## src/rtl/uart_word_receiver.sv

```systemverilog
// ============================================================================
// uart_word_receiver : 8N1 UART receiver packing four bytes into a 32-bit word
// Revision: 1.0
// ============================================================================
`default_nettype none

module uart_word_receiver #(
  parameter int CLK_FREQ     = 100000000,
  parameter int BAUD         = 115200,
  parameter int TIMEOUT_BITS = 20
) (
  input  logic        clk,
  input  logic        rst_n,
  input  logic        rx,
  output logic [31:0] word_out,
  output logic        word_valid,
  input  logic        word_ready,
  output logic        frame_err,
  output logic        overrun
);

  localparam int CLKS_PER_BIT   = CLK_FREQ / BAUD;
  localparam int HALF_BIT       = CLKS_PER_BIT / 2;
  localparam int TIMEOUT_CYCLES = TIMEOUT_BITS * CLKS_PER_BIT;
  localparam int TW             = $clog2(CLKS_PER_BIT);
  localparam int TOW            = $clog2(TIMEOUT_CYCLES + 1);

  localparam logic [TW-1:0]  BIT_LAST  = TW'(CLKS_PER_BIT - 1);
  localparam logic [TW-1:0]  HALF_LAST = TW'(HALF_BIT - 1);
  localparam logic [TOW-1:0] TO_LAST   = TOW'(TIMEOUT_CYCLES);

  typedef enum logic [2:0] {
    IDLE      = 3'd0,
    START     = 3'd1,
    DATA      = 3'd2,
    STOP      = 3'd3,
    WAIT_HIGH = 3'd4
  } state_t;

  logic           rx_meta_q, rx_sync_q;
  state_t         state_q, state_d;
  logic [TW-1:0]  timer_q, timer_d;
  logic [2:0]     bit_cnt_q, bit_cnt_d;
  logic [7:0]     shift_q, shift_d;
  logic [1:0]     idx_q, idx_d;
  logic [23:0]    partial_q, partial_d;
  logic [TOW-1:0] to_cnt_q, to_cnt_d;
  logic [31:0]    word_out_q, word_out_d;
  logic           word_valid_q, word_valid_d;
  logic           frame_err_q, frame_err_d;
  logic           overrun_q, overrun_d;
  logic           byte_accept;

  always_ff @(posedge clk) begin
    if (!rst_n) begin
      rx_meta_q    <= 1'b1;
      rx_sync_q    <= 1'b1;
      state_q      <= IDLE;
      timer_q      <= '0;
      bit_cnt_q    <= '0;
      shift_q      <= '0;
      idx_q        <= '0;
      partial_q    <= '0;
      to_cnt_q     <= '0;
      word_out_q   <= '0;
      word_valid_q <= 1'b0;
      frame_err_q  <= 1'b0;
      overrun_q    <= 1'b0;
    end else begin
      rx_meta_q    <= rx;
      rx_sync_q    <= rx_meta_q;
      state_q      <= state_d;
      timer_q      <= timer_d;
      bit_cnt_q    <= bit_cnt_d;
      shift_q      <= shift_d;
      idx_q        <= idx_d;
      partial_q    <= partial_d;
      to_cnt_q     <= to_cnt_d;
      word_out_q   <= word_out_d;
      word_valid_q <= word_valid_d;
      frame_err_q  <= frame_err_d;
      overrun_q    <= overrun_d;
    end
  end

  always_comb begin
    state_d      = state_q;
    timer_d      = timer_q;
    bit_cnt_d    = bit_cnt_q;
    shift_d      = shift_q;
    idx_d        = idx_q;
    partial_d    = partial_q;
    to_cnt_d     = to_cnt_q;
    word_out_d   = word_out_q;
    word_valid_d = word_valid_q;
    frame_err_d  = 1'b0;
    overrun_d    = 1'b0;
    byte_accept  = 1'b0;

    if (word_valid_q && word_ready) begin
      word_valid_d = 1'b0;
    end

    case (state_q)
      IDLE: begin
        timer_d = '0;
        if (!rx_sync_q) begin
          state_d = START;
        end
      end
      START: begin
        if (timer_q == HALF_LAST) begin
          timer_d   = '0;
          bit_cnt_d = '0;
          state_d   = rx_sync_q ? IDLE : DATA;
        end else begin
          timer_d = timer_q + 1'b1;
        end
      end
      DATA: begin
        if (timer_q == BIT_LAST) begin
          timer_d   = '0;
          shift_d   = {rx_sync_q, shift_q[7:1]};
          bit_cnt_d = bit_cnt_q + 1'b1;
          if (bit_cnt_q == 3'd7) begin
            state_d = STOP;
          end
        end else begin
          timer_d = timer_q + 1'b1;
        end
      end
      STOP: begin
        if (timer_q == BIT_LAST) begin
          timer_d = '0;
          if (rx_sync_q) begin
            byte_accept = 1'b1;
            state_d     = IDLE;
          end else begin
            frame_err_d = 1'b1;
            idx_d       = '0;
            state_d     = WAIT_HIGH;
          end
        end else begin
          timer_d = timer_q + 1'b1;
        end
      end
      WAIT_HIGH: begin
        if (rx_sync_q) begin
          state_d = IDLE;
        end
      end
      default: state_d = IDLE;
    endcase

    // Lane 3 completes the word; a pending unconsumed word wins over the new one.
    if (byte_accept) begin
      idx_d = idx_q + 1'b1;
      case (idx_q)
        2'd0: partial_d[23:16] = shift_q;
        2'd1: partial_d[15:8]  = shift_q;
        2'd2: partial_d[7:0]   = shift_q;
        default: begin
          if (word_valid_q && !word_ready) begin
            overrun_d = 1'b1;
          end else begin
            word_out_d   = {partial_q, shift_q};
            word_valid_d = 1'b1;
          end
        end
      endcase
    end

    if (state_q != IDLE || idx_q == 2'd0 || !rx_sync_q) begin
      to_cnt_d = '0;
    end else if (to_cnt_q != TO_LAST) begin
      to_cnt_d = to_cnt_q + 1'b1;
    end else begin
      idx_d = '0;
    end
  end

  assign word_out   = word_out_q;
  assign word_valid = word_valid_q;
  assign frame_err  = frame_err_q;
  assign overrun    = overrun_q;

endmodule

`default_nettype wire

```

## config.mk

```make
export PLATFORM = sky130hd
export DESIGN_NAME = uart_word_receiver
export DESIGN_NICKNAME = d
export VERILOG_FILES = /design/src/rtl/uart_word_receiver.sv
export SDC_FILE = /design/constraint.sdc
export NUM_CORES = 1
export LEC_CHECK = 0
export ABC_AREA = 1
export BUFFER_PORTS_ARGS = -buffer_cell sky130_fd_sc_hd__buf_2
export CAP_MARGIN = 5
export CORE_UTILIZATION = 30
export DETAILED_ROUTE_END_ITERATION = 10
export GPL_ROUTABILITY_DRIVEN = 1
export PLACE_DENSITY_LB_ADDON = 0.08
export SYNTH_ARGS = -nofsm -noshare
export SYNTH_HDL_FRONTEND = slang
export SYNTH_SLANG_ARGS = --single-unit
export TNS_END_PERCENT = 20
```

## constraint.sdc

```tcl
create_clock -name clk -period 2 [get_ports clk]
set_input_delay 0.1 -clock clk [delete_from_list [all_inputs] [get_ports clk]]
set_output_delay 0.1 -clock clk [all_outputs]
set_load 0.02 [all_outputs]
```

==> results by stage, run 1 <==
Placed design:
- At the end of routability-driven placement, the weighted congestion stood at 0.828.
- The detailed placement HPWL is 7.41 mm.
- The number of buffers inserted by port buffering is 38.

Die:
- The die is 125 um tall.
- The number of standard-cell rows in the floorplan is 44.
- The floorplan step set the die width to 125 um.
- The core region is 0.0147 mm^2.
- The boundary pin count is 39.
- The die covers 0.0157 mm^2.
- The starting utilization of the core area is 31.1%.

Yosys:
- After synthesis the netlist holds a flip-flop and latch count of 102.
- Of all flip-flops after synthesis, the portion carrying an async set or reset was 0%.
- During synthesis, Yosys emitted a total of 0 warnings.
- The number of distinct library cells after synthesis is 28.
- Among all flip-flop cells after synthesis, the most frequent one is sky130_fd_sc_hd__dfxtp_1.
- The synthesized design spends more area on one cell type than any other, namely sky130_fd_sc_hd__dfxtp_1.
- The cell count after synthesis came out at 637.
- By instance count, the leading cell after synthesis is sky130_fd_sc_hd__nand2_1.
- In the post-synthesis netlist, the biggest area contributors are sky130_fd_sc_hd__dfxtp_1, sky130_fd_sc_hd__nand2_1, sky130_fd_sc_hd__nor2_1, sky130_fd_sc_hd__a21oi_1, sky130_fd_sc_hd__nand4_1.
- The share of the Yosys chip area taken by registers is 44.7%.
- A synthesized cell averages 7.17 um^2.
- The cell area that synthesis handed to floorplanning was 0.00457 mm^2.
- The top-area cell type share of the netlist area is 44.7%.
- In this run, synthesis inferred 0 flip-flops with an integrated enable.
- The commonest cells after synthesis are sky130_fd_sc_hd__nand2_1, sky130_fd_sc_hd__dfxtp_1, sky130_fd_sc_hd__nor2_1.
- The post-synthesis net count is 651.

Critical path:
- Across all register-to-register paths, the minimum setup slack is 0.24 ns.
- The master of the slowest instance on the critical path is sky130_fd_sc_hd__dfxtp_1.
- The library cell appearing most often on the critical path is sky130_fd_sc_hd__nand3_1.
- On the worst path, the slowest cell contributes a delay of 0.39 ns.
- The largest driver fanout on the critical path is 32.
- The worst setup path is launched from a register.
- The data required time at the worst endpoint is 2.21 ns.
- The worst setup path is captured at a register.
- The critical path goes through ha_1, inv_1, nor2_1, nand3_1, nor2_2, nand3_1, buf_4, nand2_1, a21oi_1.
- The arrival time at the worst endpoint is 1.97 ns.
- The worst setup path is of the register to register kind.

Final layout:
- Compared with the post-synthesis result, the final layout area differs by 15.0%.
- The ratio of cells with drive above 1 in the final layout is 14.0%.
- The flip-flop and latch area is 0.00204 mm^2.
- In the final design database the tool counted 688 nets.
- The antenna cell count is 0.
- The combined area of the multi-input logic cells is 0.00213 mm^2.
- Fill cells in the final layout number 1575.

Timing:
- The number of max-slew violations in the final report is 0.
- At the pin with the least slew margin, the transition time is 0.584 ns.
- Across the routed clock network, the largest skew measured is 0.00585 ns.
- The setup TNS is 0 ns.
- Setup repair after global routing left no endpoint under its margin.
- Based on the critical path, the design can be clocked at up to 0.570 GHz.
- The number of endpoints failing setup at the final stage is 0.
- On the final layout, the worst hold slack is 0.0626 ns.
- The ratio of final minimum period to clock period is 87.8%.
- The total count of hold-check failures in the final report was 0.
- The max-slew headroom at the worst pin is 60.8%.
- The routed design could run at a clock period as short as 1.76 ns.

Clock network:
- The number of levels in the clock H-tree is 3.
- Post-CTS timing repair inserted 0 buffers for setup.
- The CTS buffer count is 9.
- Clock-pin slew was measured on the worst setup and hold paths at 0.06 ns.
- The library cell used as clock root buffer is sky130_fd_sc_hd__clkbuf_16.
- The number of clock sinks is 102.
- The buffer depth of the longest clock path is 2.
- The clock latency reported for the late side of the worst-skew pair is 0.35 ns.
- The TritonCTS clock tree is done.

Route:
- The detail route stage leaves a number of antenna-violating nets equal to 0.
- Summed over all layers, the routed wires come to 11.1 mm.
- For this run, design rule violations remaining after detail routing come to 2.
- The routed length per placed instance is 12.9 um.
- In the routed layout, each cell is associated on average with a via count of 4.65.
- The DRC marker count from the first detailed-route iteration is 289.
- The count of vias placed by the detailed router is 4001.
- The first detailed-routing pass took 9 iterations.

Global routing:
- The first-pass GRT wire length is 19.0 mm.
- Global routing used 15.3% of the available tracks.
- The total overflow left after global routing is 0.
- The via count of the first global-routing pass was 3800.
- Entering global routing, the biggest net connects 44 pins.
- The initial antenna violation count is 0.

Outcome:
- The checks that failed: design-rule violations.
- The flow ran to the end, but the final reports show violations.

Power:
- The peak ir drop on the vdd network is 0.000594 V.
- The leakage dissipation is 2.31 nW.
- Power spread over the standard cell area amounts to 835 mW/mm^2.
- Power comes to 4.39 mW.

Worst hold path:
- The worst min-delay path category is input pin to register.

Flow run:
- Max-cap violations in this run came to 0.
cells in the final DEF (no fill, tap or decap), types with 3 or more instances in the layout:
| master | netlist | routed |
|---|---|---|
| sky130_fd_sc_hd__clkbuf_16 | 0 | 9 |
| sky130_fd_sc_hd__nor2_1 | 92 | 90 |
| sky130_fd_sc_hd__inv_1 | 64 | 64 |
| sky130_fd_sc_hd__clkbuf_8 | 0 | 3 |
| sky130_fd_sc_hd__nand2_1 | 147 | 147 |
| sky130_fd_sc_hd__nor2_2 | 1 | 3 |
| sky130_fd_sc_hd__nand3_1 | 22 | 22 |
| sky130_fd_sc_hd__ha_1 | 10 | 10 |
| sky130_fd_sc_hd__nand2_2 | 10 | 10 |
| sky130_fd_sc_hd__a21oi_1 | 60 | 60 |
| sky130_fd_sc_hd__buf_2 | 10 | 38 |
| sky130_fd_sc_hd__clkinv_1 | 3 | 3 |
| sky130_fd_sc_hd__nand4_1 | 43 | 43 |
| sky130_fd_sc_hd__nor4_1 | 3 | 3 |
| sky130_fd_sc_hd__buf_4 | 1 | 12 |
| sky130_fd_sc_hd__nor3_1 | 12 | 12 |
| sky130_fd_sc_hd__dfxtp_1 | 102 | 102 |
| sky130_fd_sc_hd__nand2_4 | 3 | 3 |
| sky130_fd_sc_hd__or2_2 | 7 | 7 |
| sky130_fd_sc_hd__o21ai_0 | 20 | 20 |
| sky130_fd_sc_hd__o21bai_1 | 3 | 3 |
worst paths after layout:
path | from | to | cells after the start
max | timer_q[0]$_SDFFE_PN0P_ | word_out[4]$_SDFFE_PN0P_ | 9
min | word_ready | word_valid$_SDFF_PN0_ | 4
max reg2reg | timer_q[0]$_SDFFE_PN0P_ | word_out[4]$_SDFFE_PN0P_ | 9
min reg2reg | rx_meta_q$_SDFF_PN1_ | rx_sync_q$_SDFF_PN1_ | 1
power by group:
part           leakage, nW  internal (mW)  switching, mW
Sequential           0.823           2.08         0.0473
Combinational         1.35          0.186          0.413
Clock                0.138          0.931          0.725
Total                 2.31           3.20           1.19
kinds of logic (layout without fill, tap and decap cells):
logic type      count (synthesis)  after routing  share of synthesized area (%)
simple gates                  346            346                           34.5
flops                         102            102                           44.7
buf+inv                        96            136                           8.76
compound gates                 83             83                           9.26
fa+ha+maj                      10             10                           2.74
flip-flops by register name, summed over array words and instances, names as in the netlist:
register / count
timer_q: 10
bit_cnt_q: 3
word_out: 32
word_valid: 1
state_q: 3
to_cnt_q: 15
shift_q: 8
idx_q: 2
overrun: 1
frame_err: 1
rx_sync_q: 1
rx_meta_q: 1
partial_q: 24
metrics by stage:
| stage | instance area [um^2] | setup slack (ns) | utilization (%) | std cells |
|---|---|---|---|---|
| detailed placement | 4960 | 0.222 | 33.8 | 846 |
| global placement | 4960 | 0.249 | 33.8 | 846 |
| global route | 5250 | 0.0124 | 35.7 | 861 |
| floorplan | 4570 | 0.448 | - | 637 |
| finish | 5250 | 0.245 | 35.7 | 861 |
| CTS | 5250 | 0.201 | 35.7 | 861 |
layer usage:
metal	up-vias	GRT usage (%)	part of all wire (%)
met5	-	0	0
met4	0	3.87	0.97
met3	7	3.98	3.8
met2	64	24.3	45
met1	1799	20.5	51
li1	2131	-	-
worst max-delay path: cells and delay by family, from the launching register on:
family | cells | cell delay (ns)
DFF | 1 | 0.39
buffers and inverters | 2 | 0.29
AOI/OAI and AO/OA | 1 | 0.06
adders and majority gates | 1 | 0.24
and+or+nand+nor | 5 | 0.62
area by class of cell:
type | instances | share of cell area [%]
timing repair buffer | 52 | 5.91
inverter | 70 | 5.03
clock buffer | 13 | 5.15
clock inverter | 1 | 0.0953
tap | 184 | 4.38
sequential | 102 | 38.9
multi-input combinational | 439 | 40.6
timing repair:
item | CTS | global route
hold buffers | 1 | 0
gates resized for setup | 0 | 1
endpoints found under the setup margin | 0 | 7
endpoints found under the hold margin | 1 | 0
No activity file was read; power rests on OpenSTA's default activity.
==> inputs of run 2 (changes only) <==
==> constraint.sdc (replaced) <==
create_clock -name clk -period 2.1 [get_ports clk]
set_input_delay 0.105 -clock clk [delete_from_list [all_inputs] [get_ports clk]]
set_output_delay 0.105 -clock clk [all_outputs]
set_load 0.05 [all_outputs]
==> run 2 against run 1 <==
Against the previous run: the run still ends with design-rule violations left; critical path type unchanged; critical endpoint is now bit_cnt_q[0]$_SDFFE_PN0P_; sequential power decreased by 5%; clock skew up 0.00078 ns; maximum frequency down 4.3%; core utilization up 0.48 points; highest routed layer unchanged; sequential cell count did not move; clock power grew 22%; clock-buffer cell count shrank 3.
==> results by stage, run 2 (synthesis results as in run 1) <==
Outcome:
- Result of the run: finished, violations left (unchanged).
- Violated checks: design-rule violations (unchanged).

Critical path:
- The slack of the worst reg-to-reg path came to 0.27 ns (was 0.24 ns).
- The data required time at the worst endpoint is 2.34 ns (was 2.21 ns).
- List of cells traversed by the critical path: nor2_1, nand2_1, o21bai_1, nand3_1, nand2_1, nor2_1 (was ha_1, inv_1, nor2_1, nand3_1, nor2_2, nand3_1, buf_4, nand2_1, a21oi_1).
- The startpoint type of the worst setup path was a register (unchanged).
- The kind of cell adding the most delay to the critical path is simple AND/OR/NAND/NOR gates (unchanged).
- The beginning of the worst register-to-register path is state_q[2]$_SDFFE_PN0P_ (was timer_q[0]$_SDFFE_PN0P_).
- The largest stage delay on the critical path was 0.54 ns (was 0.39 ns).
- The count of buffering cells on the critical path with inverters included is 0 (was 2).
- The classification of the worst setup path is register to register (unchanged).
- The master of the slowest instance on the critical path was sky130_fd_sc_hd__o21bai_1 (was sky130_fd_sc_hd__dfxtp_1).
- The arrival time at the worst endpoint is 2.07 ns (was 1.97 ns).
- The sort of element at the end of the critical path was a register (unchanged).
- The path depth of the worst reg2reg path is 6 (was 9).
- The largest driver fanout on the critical path was 12 (was 32).
- The endpoint of the most critical register-to-register path was bit_cnt_q[0]$_SDFFE_PN0P_ (was word_out[4]$_SDFFE_PN0P_).

Final layout:
- Commonest cells after routing, fill and taps aside: sky130_fd_sc_hd__nand2_1, sky130_fd_sc_hd__dfxtp_1, sky130_fd_sc_hd__nor2_1 (unchanged).
- The post-layout net count was 686 (was 688).
- The number of flip-flops under the largest register name is 32 (unchanged).
- The post-synthesis to final-layout area growth is 16.5% (was 15.0%).
- The number of standard cells in the final layout excluding fillers came to 861 (unchanged).
- The commonest non-fill, non-tap cell in the layout is sky130_fd_sc_hd__nand2_1 (unchanged).
- The antenna cell count is 0 (unchanged).
- The ratio of cells with drive above 1 in the final layout is 13.9% (was 14.0%).
- The layout filler cell count is 1557 (was 1575).

Timing:
- The ratio of final minimum period to clock period is 87.3% (was 87.8%).
- The total count of hold-check failures in the final report was 0 (unchanged).
- The worst-case clock skew is 0.00663 ns (was 0.00585 ns).
- Setup repair after global routing missed its margin: no (unchanged).
- The minimum clock period after layout is 1.83 ns (was 1.76 ns).
- The max-slew headroom at the worst pin is 64.8% (was 60.8%).
- The worst hold slack was 0.0858 ns (was 0.0626 ns).
- The number of endpoints failing setup at the final stage came to 0 (unchanged).
- The fmax was 0.545 GHz (was 0.570 GHz).
- The transition at the pin with the smallest max-transition slack came to 0.528 ns (was 0.584 ns).
- The setup TNS was 0 ns (unchanged).
- The number of max-slew violations in the final report is 0 (unchanged).

Die:
- The number of standard-cell rows in the floorplan is 44 (unchanged).
- The floorplan die area is 0.0157 mm^2 (unchanged).
- The placeable core region came to 0.0147 mm^2 (unchanged).
- The horizontal die dimension is 125 um (unchanged).
- The starting utilization of the core area is 31.1% (unchanged).
- The die outline height is 125 um (unchanged).
- The boundary pin count came to 39 (unchanged).

Clock network:
- The library cell used as clock root buffer is sky130_fd_sc_hd__clkbuf_16 (unchanged).
- The number of levels in the clock H-tree is 3 (unchanged).
- The number of instances resized during post-cts repair is 0 (unchanged).
- The total setup buffers inserted after CTS came to 0 (unchanged).
- The CTS buffer count is 9 (unchanged).
- The buffer depth of the longest clock path is 2 (unchanged).
- The clock-pin slew reported for the worst setup and hold paths after clock tree synthesis is 0.07 ns (was 0.06 ns).
- The TritonCTS clock tree is done (unchanged).
- The clock latency reported for the late side of the worst-skew pair is 0.35 ns (about the same).
- The number of hold buffers added after cts is 1 (unchanged).
- The number of clock sinks is 102 (unchanged).

Route:
- The DRC violation count after routing is 3 (was 2).
- The DRC marker count from the first detailed-route iteration is 232 (was 289).
- The routed length per placed instance is 13.0 um (was 12.9 um).
- The via count normalized by instance count is 4.66 (was 4.65).
- The total detailed-routing wirelength is 11.2 mm (was 11.1 mm).
- The count of vias placed by the detailed router is 4008 (was 4001).
- The number of nets with antenna violations after detailed routing was 0 (unchanged).
- The count of TritonRoute iterations in the first routing pass was 9 (unchanged).

Global routing:
- The via count of the first global-routing pass came to 3814 (was 3800).
- The first-pass GRT wire length was 19.1 mm (was 19.0 mm).
- The initial antenna violation count is 0 (unchanged).
- The overall global routing resource usage is 15.2% (was 15.3%).
- The largest net degree at the start of global routing is 44 (unchanged).
- The residual overflow from global routing came to 0 (unchanged).

Placed design:
- The number of buffers inserted by port buffering is 38 (unchanged).
- The final RePlAce weighted congestion was 0.814 (was 0.828).
- The detailed placement HPWL is 7.56 mm (was 7.41 mm).
- The placed cell count is 844 (was 846).

Power:
- The power density of the placed cells is 869 mW/mm^2 (was 835 mW/mm^2).
- The peak ir drop on the vdd network is 0.000700 V (was 0.000594 V).
- The leakage dissipation came to 2.34 nW (was 2.31 nW).
- The post-route total power is 4.62 mW (was 4.39 mW).

Worst hold path:
- The end point of the worst hold path is word_valid$_SDFF_PN0_ (unchanged).
- The worst min-delay path category is input pin to register (unchanged).
- The hold-critical path depth is 4 (unchanged).
- The startpoint of the worst hold path is word_ready (unchanged).

Flow run:
- The number of max-cap violations came to 0 (unchanged).
run 2: changes by cell type in the layout (fill, tap and decap cells not counted):
cell and delta:
sky130_fd_sc_hd__bufinv_16 +4, sky130_fd_sc_hd__clkbuf_8 -3, sky130_fd_sc_hd__buf_4 -2, sky130_fd_sc_hd__clkinv_4 +1
sky130_fd_sc_hd__nor2_1 +1, sky130_fd_sc_hd__nor2_2 -1
run 2: cell type report:
| cell class | instances | area (um^2) | area share, % |
|---|---|---|---|
| Multi-Input combinational cell | 439 | 2130 | 40.0 |
| Sequential cell | 102 | 2040 | 38.4 |
| Timing Repair Buffer | 50 | 295 | 5.55 |
| Inverter | 70 | 264 | 4.96 |
| Tap cell | 184 | 230 | 4.33 |
| Clock buffer | 10 | 229 | 4.30 |
| Clock inverter | 6 | 134 | 2.52 |
run 2: how the worst max path moves through the flow:
stage,cells after the start,from,to
floorplan,9,timer_q[0]$_SDFFE_PN0P_,word_out[2]$_SDFFE_PN0P_
global placement,6,state_q[2]$_SDFFE_PN0P_,bit_cnt_q[1]$_SDFFE_PN0P_
detailed placement,7,timer_q[0]$_SDFFE_PN0P_,shift_q[7]$_SDFFE_PN0P_
CTS,7,timer_q[0]$_SDFFE_PN0P_,shift_q[7]$_SDFFE_PN0P_
global route,8,timer_q[0]$_SDFFE_PN0P_,bit_cnt_q[2]$_SDFFE_PN0P_
finish,6,state_q[2]$_SDFFE_PN0P_,bit_cnt_q[0]$_SDFFE_PN0P_
run 2: power by group:
| group | internal [mW] | total, mW | leakage (nW) | switching (mW) |
|---|---|---|---|---|
| combinational | 0.167 | 0.565 | 1.34 | 0.399 |
| clock | 1.29 | 2.03 | 0.177 | 0.739 |
| sequential | 1.98 | 2.03 | 0.823 | 0.0479 |
| total | 3.44 | 4.62 | 2.34 | 1.19 |
run 2: worst reg2reg max path, cell delays in order, from the launching register on:
cell	delay [ns]
sky130_fd_sc_hd__dfxtp_1	0.45
sky130_fd_sc_hd__nor2_1	0.20
sky130_fd_sc_hd__nand2_1	0.28
sky130_fd_sc_hd__o21bai_1	0.54
sky130_fd_sc_hd__nand3_1	0.14
sky130_fd_sc_hd__nand2_1	0.09
sky130_fd_sc_hd__nor2_1	0.04
run 2: metrics by stage:
step	util (%)	area, um^2	setup WS [ns]
floorplan	-	4570	0.540
detailed placement	33.7	4950	0.322
CTS	36.2	5320	0.297
global placement	33.7	4950	0.316
finish	36.2	5320	0.267
global route	36.2	5320	0.120
run 2: metal layers:
layer	global-route usage (%)	part of all wire [%]
met1	20.5	52
met2	24.3	44
met3	3.38	2.7
met4	4.59	1.2
met5	0	0
==> inputs of run 3 (changes only) <==
CORE_MARGIN = 2   (was default)
CORE_UTILIZATION = 50   (was 30)
==> run 3 against run 2 <==
Against the previous run: the flow now finishes without violations; sequential share of layout area is 1.9 points higher; worst setup slack better by 0.016 ns; register-to-register slack better by 0.02 ns; clock-buffer cell count is 1 lower; combinational power hardly changed; largest power group unchanged.
==> results by stage, run 3 (synthesis results as in run 1) <==
Critical path:
- The classification of the worst setup path was register to register (unchanged).
- The sort of element at the end of the critical path is a register (unchanged).
- The count of buffering cells on the critical path with inverters included is 2 (was 0).
- The slack of the worst reg-to-reg path was 0.28 ns (was 0.27 ns).
- List of cells traversed by the critical path: ha_1, inv_1, nor2_1, nand3_1, nor2_2, nand3_1, buf_4, nand2_1, a21oi_1 (was nor2_1, nand2_1, o21bai_1, nand3_1, nand2_1, nor2_1).
- The data required time at the worst endpoint is 2.34 ns (about the same).
- The endpoint of the most critical register-to-register path is word_out[14]$_SDFFE_PN0P_ (was bit_cnt_q[0]$_SDFFE_PN0P_).
- The largest driver fanout on the critical path is 32 (was 12).
- The path depth of the worst reg2reg path is 9 (was 6).
- The master of the slowest instance on the critical path was sky130_fd_sc_hd__dfxtp_1 (was sky130_fd_sc_hd__o21bai_1).
- The cell that appears most often on the critical path is sky130_fd_sc_hd__nand3_1.
- The largest stage delay on the critical path is 0.41 ns (was 0.54 ns).
- The startpoint type of the worst setup path is a register (unchanged).
- The arrival time at the worst endpoint is 2.05 ns (was 2.07 ns).
- The beginning of the worst register-to-register path is timer_q[0]$_SDFFE_PN0P_ (was state_q[2]$_SDFFE_PN0P_).
- The kind of cell adding the most delay to the critical path is simple AND/OR/NAND/NOR gates (unchanged).

Timing:
- The minimum clock period after layout is 1.82 ns (was 1.83 ns).
- The number of max-slew violations in the final report is 0 (unchanged).
- The fmax is 0.550 GHz (was 0.545 GHz).
- The transition at the pin with the smallest max-transition slack is 0.643 ns (was 0.528 ns).
- The worst-case clock skew is 0.0126 ns (was 0.00663 ns).
- The setup TNS is 0 ns (unchanged).
- The total count of hold-check failures in the final report came to 0 (unchanged).
- The max-slew headroom at the worst pin is 56.8% (was 64.8%).
- The ratio of final minimum period to clock period is 86.5% (was 87.3%).
- The number of endpoints failing setup at the final stage is 0 (unchanged).
- Setup repair after global routing missed its margin: no (unchanged).

Power:
- The reported net switching power is 1.16 mW (was 1.19 mW).
- The switching part of the total is 29.8% (was 25.7%).
- The combinational fraction of design power is 14.5% (was 12.2%).
- The peak ir drop on the vdd network is 0.000445 V (was 0.000700 V).
- The power density of the placed cells was 768 mW/mm^2 (was 869 mW/mm^2).
- The fraction of power consumed by sequential logic is 52.1% (was 44.0%).
- The internal power of the cells is 2.74 mW (was 3.44 mW).
- The leakage dissipation came to 2.27 nW (was 2.34 nW).
- The post-route total power is 3.90 mW (was 4.62 mW).
- The part of the total power dissipated in the clock network was 33.4% (was 43.8%).

Clock network:
- The number of clock sinks is 102 (unchanged).
- The TritonCTS clock tree is done (unchanged).
- The clock-pin slew reported for the worst setup and hold paths after clock tree synthesis is 0.10 ns (was 0.07 ns).
- The CTS buffer count was 9 (unchanged).
- The clock latency reported for the late side of the worst-skew pair is 0.36 ns (was 0.35 ns).
- The number of levels in the clock H-tree is 3 (unchanged).
- The buffer depth of the longest clock path is 2 (unchanged).
- The library cell used as clock root buffer was sky130_fd_sc_hd__clkbuf_8 (was sky130_fd_sc_hd__clkbuf_16).
- The number of instances resized during post-cts repair is 0 (unchanged).

Die:
- The starting utilization of the core area is 51.9% (was 31.1%).
- The horizontal die dimension is 99.6 um (was 125 um).
- The boundary pin count was 39 (unchanged).
- The placeable core region is 0.00881 mm^2 (was 0.0147 mm^2).
- The die outline height is 99.6 um (was 125 um).
- The floorplan die area is 0.00992 mm^2 (was 0.0157 mm^2).
- The number of standard-cell rows in the floorplan came to 34 (was 44).

Global routing:
- The busiest metal layer after global routing was met2 (unchanged).
- The first-pass GRT wire length is 16.9 mm (was 19.1 mm).
- The global routing met1 resource utilization is 28.0% (was 20.5%).
- The met3 usage is 3.94% (was 3.38%).
- The global-route track usage on met2 is 33.7% (was 24.3%).
- The residual overflow from global routing is 0 (unchanged).
- The overall global routing resource usage is 20.7% (was 15.2%).
- The initial antenna violation count is 0 (unchanged).
- The largest net degree at the start of global routing is 44 (unchanged).
- The via count of the first global-routing pass came to 3710 (was 3814).

Placed design:
- The detailed placement HPWL is 6.75 mm (was 7.56 mm).
- The number of buffers inserted by port buffering is 38 (unchanged).
- The final RePlAce weighted congestion is 0.902 (was 0.814).
- The standard cell area after detailed placement was 0.00485 mm^2 (was 0.00495 mm^2).

Final layout:
- Commonest cells after routing, fill and taps aside: sky130_fd_sc_hd__nand2_1, sky130_fd_sc_hd__dfxtp_1, sky130_fd_sc_hd__nor2_1 (unchanged).
- The post-layout net count is 686 (unchanged).
- The combined area of the multi-input logic cells is 0.00213 mm^2 (unchanged).
- The number of flip-flops under the largest register name is 32 (unchanged).
- The antenna cell count was 0 (unchanged).
- The ratio of cells with drive above 1 in the final layout was 14.0% (was 13.9%).
- The commonest non-fill, non-tap cell in the layout was sky130_fd_sc_hd__nand2_1 (unchanged).
- The flip-flop and latch area is 0.00204 mm^2 (unchanged).
- The post-synthesis to final-layout area growth is 11.1% (was 16.5%).
- The layout filler cell count was 868 (was 1557).
- The area of all placed cells without fillers came to 0.00507 mm^2 (was 0.00532 mm^2).

Route:
- The count of TritonRoute iterations in the first routing pass was 5 (was 9).
- The count of vias placed by the detailed router is 4053 (was 4008).
- The DRC marker count from the first detailed-route iteration is 148 (was 232).
- The number of nets with antenna violations after detailed routing is 0 (unchanged).
- The total detailed-routing wirelength was 9.93 mm (was 11.2 mm).
- The DRC violation count after routing is 0 (was 3).
- The routed length per placed instance is 12.7 um (was 13.0 um).
- The via count normalized by instance count is 5.16 (was 4.66).

Worst hold path:
- The hold-critical path depth is 4 (unchanged).
- The worst min-delay path category is input pin to register (unchanged).
- The startpoint of the worst hold path is word_ready (unchanged).
- The end point of the worst hold path is word_valid$_SDFF_PN0_ (unchanged).

Flow run:
- The number of max-cap violations was 0 (unchanged).

Outcome:
- Result of the run: complete, no violations (was finished, violations left).
-- run 3: cell types whose count changed in the layout (fill, tap and decap cells not counted), moves of 3 or more --
cell,change
sky130_fd_sc_hd__bufinv_16,-3
sky130_fd_sc_hd__clkbuf_8,+9
sky130_fd_sc_hd__inv_6,+3
sky130_fd_sc_hd__clkbuf_16,-9
-- run 3: through the flow --
step	util (%)	hold WS [ns]	setup slack, ns	cells
floorplan	-	0.212	0.540	637
global placement	55.1	0.292	0.307	768
detailed placement	55.1	0.297	0.302	768
CTS	57.6	0.0284	0.272	785
global route	57.6	0.0690	0.0891	785
finish	57.6	0.0443	0.283	785
-- run 3: how the worst max path moves through the flow --
stage | startpoint | endpoint | slack, ns | depth (start not counted)
3_5_place_dp | timer_q[0]$_SDFFE_PN0P_ | word_out[14]$_SDFFE_PN0P_ | 0.30 | 9
6_report | timer_q[0]$_SDFFE_PN0P_ | word_out[14]$_SDFFE_PN0P_ | 0.28 | 9
5_1_grt | timer_q[0]$_SDFFE_PN0P_ | shift_q[7]$_SDFFE_PN0P_ | 0.09 | 7
3_3_place_gp | timer_q[0]$_SDFFE_PN0P_ | word_out[13]$_SDFFE_PN0P_ | 0.31 | 9
2_1_floorplan | timer_q[0]$_SDFFE_PN0P_ | word_out[2]$_SDFFE_PN0P_ | 0.54 | 9
4_1_cts | timer_q[0]$_SDFFE_PN0P_ | word_out[14]$_SDFFE_PN0P_ | 0.27 | 9
-- run 3: worst reg2reg max path: cells and delay by family (launching register included) --
family                   cells  cell delay (ns)
AND/OR/NAND/NOR              5             0.67
buffers and inverters        2             0.30
AO/OA/AOI/OAI                1             0.06
flip-flops                   1             0.41
adder cells (fa/ha/maj)      1             0.25
-- run 3: layout make-up --
class / count / area share, %
Tap cell: 108 / 2.66
Clock buffer: 9 / 2.44
Clock inverter: 7 / 1.68
Sequential cell: 102 / 40.2
Timing Repair Buffer: 50 / 5.82
Inverter: 70 / 5.20
Multi-Input combinational cell: 439 / 41.9
-- run 3: what timing repair did --
item	4_1_cts	5_1_grt
hold buffers	1	0
hold endpoints to repair	1	0
setup buffers	0	0
-- run 3: power by group through the flow --
stage               sequential, mW  combinational [mW]  clock [mW]
detailed placement            2.08               0.560           0
floorplan                     2.07               0.441           0
global route                  2.04               0.653        1.41
finish                        2.03               0.565        1.30
CTS                           2.03               0.564        1.35
global placement              2.07               0.545           0
-- run 3: layer usage --
layer | share of wire (%) | vias up
met5 | 0 | -
met2 | 45 | 75
met1 | 51 | 1839
met4 | 1.4 | 0
met3 | 3.2 | 11
li1 | - | 2128
